`src/rtl/tff_pkg.sv`:
```
// rtl/tff_pkg.sv - shared state encoding and default sizes for the toggle arbiter
package tff_pkg;

  typedef enum logic {
    ST_IDLE  = 1'b0,
    ST_APPLY = 1'b1
  } state_t;

  localparam int DEF_NREQ  = 4;
  localparam int DEF_WIDTH = 8;

endpackage

```
`src/rtl/rr_pick.sv`:
```
// rtl/rr_pick.sv - combinational round-robin picker; scans last+1, last+2, ... modulo NREQ
module rr_pick
  import tff_pkg::*;
#(
  parameter  int NREQ = DEF_NREQ,
  localparam int IW   = $clog2(NREQ)
) (
  input  logic [NREQ-1:0] req,
  input  logic [IW-1:0]   last,
  output logic [IW-1:0]   winner,
  output logic            any
);

  logic [IW-1:0] idx;

  always_comb begin
    winner = '0;
    any    = 1'b0;
    idx    = '0;
    // i == NREQ wraps back to last itself, so it has lowest priority
    for (int i = 1; i <= NREQ; i++) begin
      idx = IW'((int'(last) + i) % NREQ);
      if (!any && req[idx]) begin
        any    = 1'b1;
        winner = idx;
      end
    end
  end

endmodule

```
`src/rtl/tff_toggle_arbiter.sv`:
```
// rtl/tff_toggle_arbiter.sv - round-robin arbiter applying requester masks to a shared T-FF bank
module tff_toggle_arbiter
  import tff_pkg::*;
#(
  parameter  int NREQ  = DEF_NREQ,
  parameter  int WIDTH = DEF_WIDTH,
  parameter  int CNTW  = 16,
  localparam int IW    = $clog2(NREQ)
) (
  input  logic                  clk,
  input  logic                  clr,
  input  logic [NREQ-1:0]       req_valid,
  input  logic [NREQ*WIDTH-1:0] req_mask,
  output logic [NREQ-1:0]       req_ready,
  output logic [WIDTH-1:0]      q,
  output logic [IW-1:0]         grant_id,
  output logic                  busy,
  output logic [CNTW-1:0]       op_count
);

  state_t           state, state_nx;
  logic [IW-1:0]    last;
  logic [IW-1:0]    winner;
  logic             any;
  logic [WIDTH-1:0] mask_r;
  logic [WIDTH-1:0] mask_arr [NREQ];

  for (genvar g = 0; g < NREQ; g++) begin : g_unpack
    assign mask_arr[g] = req_mask[g*WIDTH +: WIDTH];
  end

  rr_pick #(.NREQ(NREQ)) u_pick (
    .req    (req_valid),
    .last   (last),
    .winner (winner),
    .any    (any)
  );

  always_comb begin
    state_nx = state;
    case (state)
      ST_IDLE:  if (any) state_nx = ST_APPLY;
      ST_APPLY: state_nx = ST_IDLE;
      default:  state_nx = ST_IDLE;
    endcase
  end

  assign busy = (state == ST_APPLY);

  always_ff @(posedge clk or posedge clr) begin
    if (clr) begin
      state     <= ST_IDLE;
      last      <= IW'(NREQ - 1);
      grant_id  <= '0;
      mask_r    <= '0;
      q         <= '0;
      req_ready <= '0;
      op_count  <= '0;
    end else begin
      state     <= state_nx;
      req_ready <= '0;
      // mask is captured at grant so later changes by the requester are ignored
      if (state == ST_IDLE && any) begin
        grant_id <= winner;
        mask_r   <= mask_arr[winner];
      end
      if (state == ST_APPLY) begin
        q         <= q ^ mask_r;
        req_ready <= NREQ'(1) << grant_id;
        op_count  <= op_count + CNTW'(1);
        last      <= grant_id;
      end
    end
  end

endmodule
```
`config.mk`:
```
export PLATFORM = sky130hd
export DESIGN_NAME = tff_toggle_arbiter
export DESIGN_NICKNAME = d
export VERILOG_FILES = /design/src/rtl/tff_pkg.sv /design/src/rtl/rr_pick.sv /design/src/rtl/tff_toggle_arbiter.sv
export SDC_FILE = /design/constraint.sdc
export NUM_CORES = 1
export LEC_CHECK = 0
export BUFFER_PORTS_ARGS = -buffer_cell sky130_fd_sc_hd__buf_2
export CORE_ASPECT_RATIO = 0.7
export CORE_MARGIN = 2
export CORE_UTILIZATION = 50
export CTS_BUF_LIST = sky130_fd_sc_hd__clkbuf_16
export CTS_CLUSTER_SIZE = 24
export DETAILED_ROUTE_END_ITERATION = 16
export PLACE_DENSITY = 0.87
export SYNTH_ARGS = -nofsm -noshare
export SYNTH_HDL_FRONTEND = slang
export SYNTH_SLANG_ARGS = --single-unit
```
`constraint.sdc`:
```
create_clock -name clk -period 2.5 [get_ports clk]
set_clock_uncertainty 0.1 [all_clocks]
set_input_delay 0.125 -clock clk [delete_from_list [all_inputs] [get_ports clk]]
set_output_delay 0.125 -clock clk [all_outputs]
set_load 0.02 [all_outputs]
```
==> results by group <==
Floorplanning
  • Area of the die: 4300 sq um
  • # rows: 18
  • Die H: 55.5 um
  • DIE WIDTH: 77.5 um
  • Core Area: 3580 sq um
  • Starting Density: 0.529
  • IO Count: 69

Power
  • Flop pwr share: 0.398
  • Peak VDD IR: 0.735 mV
  • Pleak: 1.25 nW
  • Switching share of power: 0.361
  • Sw Pwr: 1.03 mW
  • Internal: 1.82 mW
  • Clk network pwr share: 0.244
  • Comb power frac: 0.358
  • PD cells: 1160 nW/um^2

Worst setup path
  • Kind of critical path: flip-flop to flip-flop
  • Setup crit start: last[0]$_DFFE_PP1P_
  • Crit Path Max Fanout: 17
  • Reg2Reg Setup Slack: 0.60 ns
  • CP bufs+invs: 1
  • CP cell instances: nand2b_1 -> a21oi_1 -> nor3_2 -> buf_4 -> mux2i_1 -> o221ai_1
  • Largest delay share family, worst path: flip-flops
  • FF-to-FF End: mask_r[7]$_DFFE_PP0P_
  • Slowest-stage cell, CP: dfstp_2
  • Startpoint types: flip-flop
  • Worst EP arrival: 1.93 ns
  • CP Data Required Time: 2.54 ns
  • Reg2reg start: last[0]$_DFFE_PP1P_
  • Worst reg-to-reg path cell count: 6
  • Critical path capture point type: flip-flop
  • Crit-path max cell delay: 0.54 ns

Drt
  • Post-route ant nets: 0
  • Post-DR wirelength/cell: 14.1 um
  • DRT iter0 DRCs: 87
  • Drc violations: 0
  • Final wirelength: 4100 um
  • Vias/cell: 5.04
  • Via count: 1461
  • Detailed Routing Iterations Pass 1: 4

STA
  • Fmax: 527 MHz
  • RSZ-0062 raised after global routing: false
  • Hold slack: 0.0755 ns
  • Crit path time final: 1.90 ns
  • Final hold viol count: 0
  • TNS Setup: 0 ns
  • Final period util: 0.760
  • Setup Viol. Count Final: 0
  • Fin. max-slew vios: 0
  • Worst Max-Slew Pin Slew: 0.497 ns
  • Rel. slew slack: 0.669

Placement
  • Number of placed instances, taps included: 281
  • Placer Congestion: 0.856
  • Hpwl dp: 2970 um
  • IO buf count: 68

Synth
  • Largest cells by area after synthesis: dfrtp_1 (52%), mux2i_1 (8.5%), xnor2_1 (8.3%)
  • Synth area leader: dfrtp_1
  • Netlist Area Pre-Place: 1890 sq um
  • Post-synthesis async set-or-reset flop share: 1.00
  • Syn Area/Cell: 11.4 sq um
  • Number of synthesized flops with an enable pin: 0
  • Ys Warns: 0
  • Most common library cells after synthesis: dfrtp_1 (39), nand2_1 (29), xnor2_1 (18)
  • Synth Register Bits: 41
  • Synth unique cells: 33
  • Sequential share of the synthesized area: 0.543
  • Syn Inst Count: 166
  • Synth top area share: 0.516
  • Syn Nets: 205
  • Most common cell in the netlist: dfrtp_1
  • Top FF cell, synth: dfrtp_1

Hold path
  • Hold Path Depth: 3
  • Hold Crit Start: req_mask[14]
  • Worst Hold Class: input pin to flip-flop
  • Hold EP: mask_r[6]$_DFFE_PP0P_

Status
  • Status: finished, final reports clean

Global routing
  • Global-route usage over all layers: 0.206
  • Largest net degree at the start of global routing: 42
  • Vias in the first global route: 1417
  • Global-route wire length before repair: 6880 um
  • Initial antenna violation count: 0
  • Total grt overflow: 0

CTS
  • Clk root buf: clkbuf_16
  • Postcts setup bufs: 0
  • Clk Latency, worst-skew pair: 0.27 ns
  • Clk pin slew, worst setup/hold paths: 0.06 ns
  • Htree depth: 2
  • Hold_buf cts: 1
  • CTS tree: built
  • CTS Buf Count: 5
  • Cts repair resizes: 0
  • Clock Sink Count: 41
  • Clk buf depth: 2

Finish
  • Share of cells above drive strength 1: 0.354
  • Finished Layout Cells: 290
  • Inserted Diodes: 0
  • Layout Nets: 278
  • Syn-to-layout area delta: 29.1%

Run
  • MaxCap Viol Count: 0
-- cells in the final DEF, fill, tap and decap left out, types with 2 or more instances in the layout --
master	synthesis	layout
and3_1	2	2
nor3_2	3	3
nand2b_1	4	4
nand3_1	3	3
xor2_1	5	5
nand4_1	3	3
o221ai_1	9	9
mux2_2	2	2
dfstp_2	2	2
xnor2_1	18	18
a21oi_1	2	2
buf_4	0	3
inv_1	4	5
mux2i_1	16	16
nor2_1	7	7
nand2_1	29	29
buf_2	1	68
clkbuf_16	0	5
dfrtp_1	39	39
-- logic make-up after synthesis --
kind of cell / share of synthesized area
flops: 0.543
buf+inv: 0.0330
simple gates: 0.158
fa+ha+maj: 0.00661
compound gates: 0.0562
xor+xnor: 0.106
mux: 0.0965
-- stage by stage --
step / utilization / area (sq um) / setup WS (ns) / power, mW
after floorplan: - / 1890 / 0.807 / 1.87
after global placement: 0.634 / 2270 / 0.761 / 2.12
after detailed placement: 0.634 / 2270 / 0.629 / 2.15
after CTS: 0.682 / 2440 / 0.587 / 2.87
after global routing: 0.682 / 2440 / 0.445 / 3.04
final: 0.682 / 2440 / 0.601 / 2.84
-- state kept, by name (all words and copies together), names as in the netlist --
name,cells
op_count,16
req_ready,4
q,8
busy,1
mask_r,8
last,2
grant_id,2
-- metal layers --
| metal | routed length, um | vias up | track usage |
|---|---|---|---|
| met2 | 1930 | 33 | 0.296 |
| met1 | 1980 | 704 | 0.303 |
| met3 | 156 | 4 | 0.0637 |
| met5 | 0 | - | 0 |
| li1 | - | 720 | - |
| met4 | 31 | 0 | 0.0561 |
-- tightest hold or removal path: cells and delay by family --
kind | cells | cell delay, ns
multiplexers | 1 | 0.05
AO/OA/AOI/OAI | 1 | 0.15
buffers and inverters | 1 | 0.08
-- how the worst max path moves through the flow --
stage	cells past startpoint	to
floorplan	7	mask_r[0]$_DFFE_PP0P_
global placement	6	mask_r[1]$_DFFE_PP0P_
detailed placement	6	mask_r[7]$_DFFE_PP0P_
CTS	6	mask_r[7]$_DFFE_PP0P_
global route	6	mask_r[1]$_DFFE_PP0P_
finish	6	mask_r[7]$_DFFE_PP0P_
-- final cells by class --
type | count | area [sq um]
timing repair buffer | 72 | 373
clock inverter | 3 | 37.5
clock buffer | 5 | 125
inverter | 4 | 15.0
fill | 278 | 1140
sequential | 41 | 1030
tap | 50 | 62.6
multi-input combinational | 115 | 802
-- power by group through the flow --
stage                     clock network [mW]  registers [mW]  logic, mW
after floorplan                            0            1.29      0.573
after global placement                     0            1.13      0.989
after detailed placement                   0            1.14       1.02
after CTS                              0.708            1.13       1.03
after global routing                   0.762            1.17       1.12
final                                  0.694            1.13       1.02
Power figures use the tool's default switching activity.
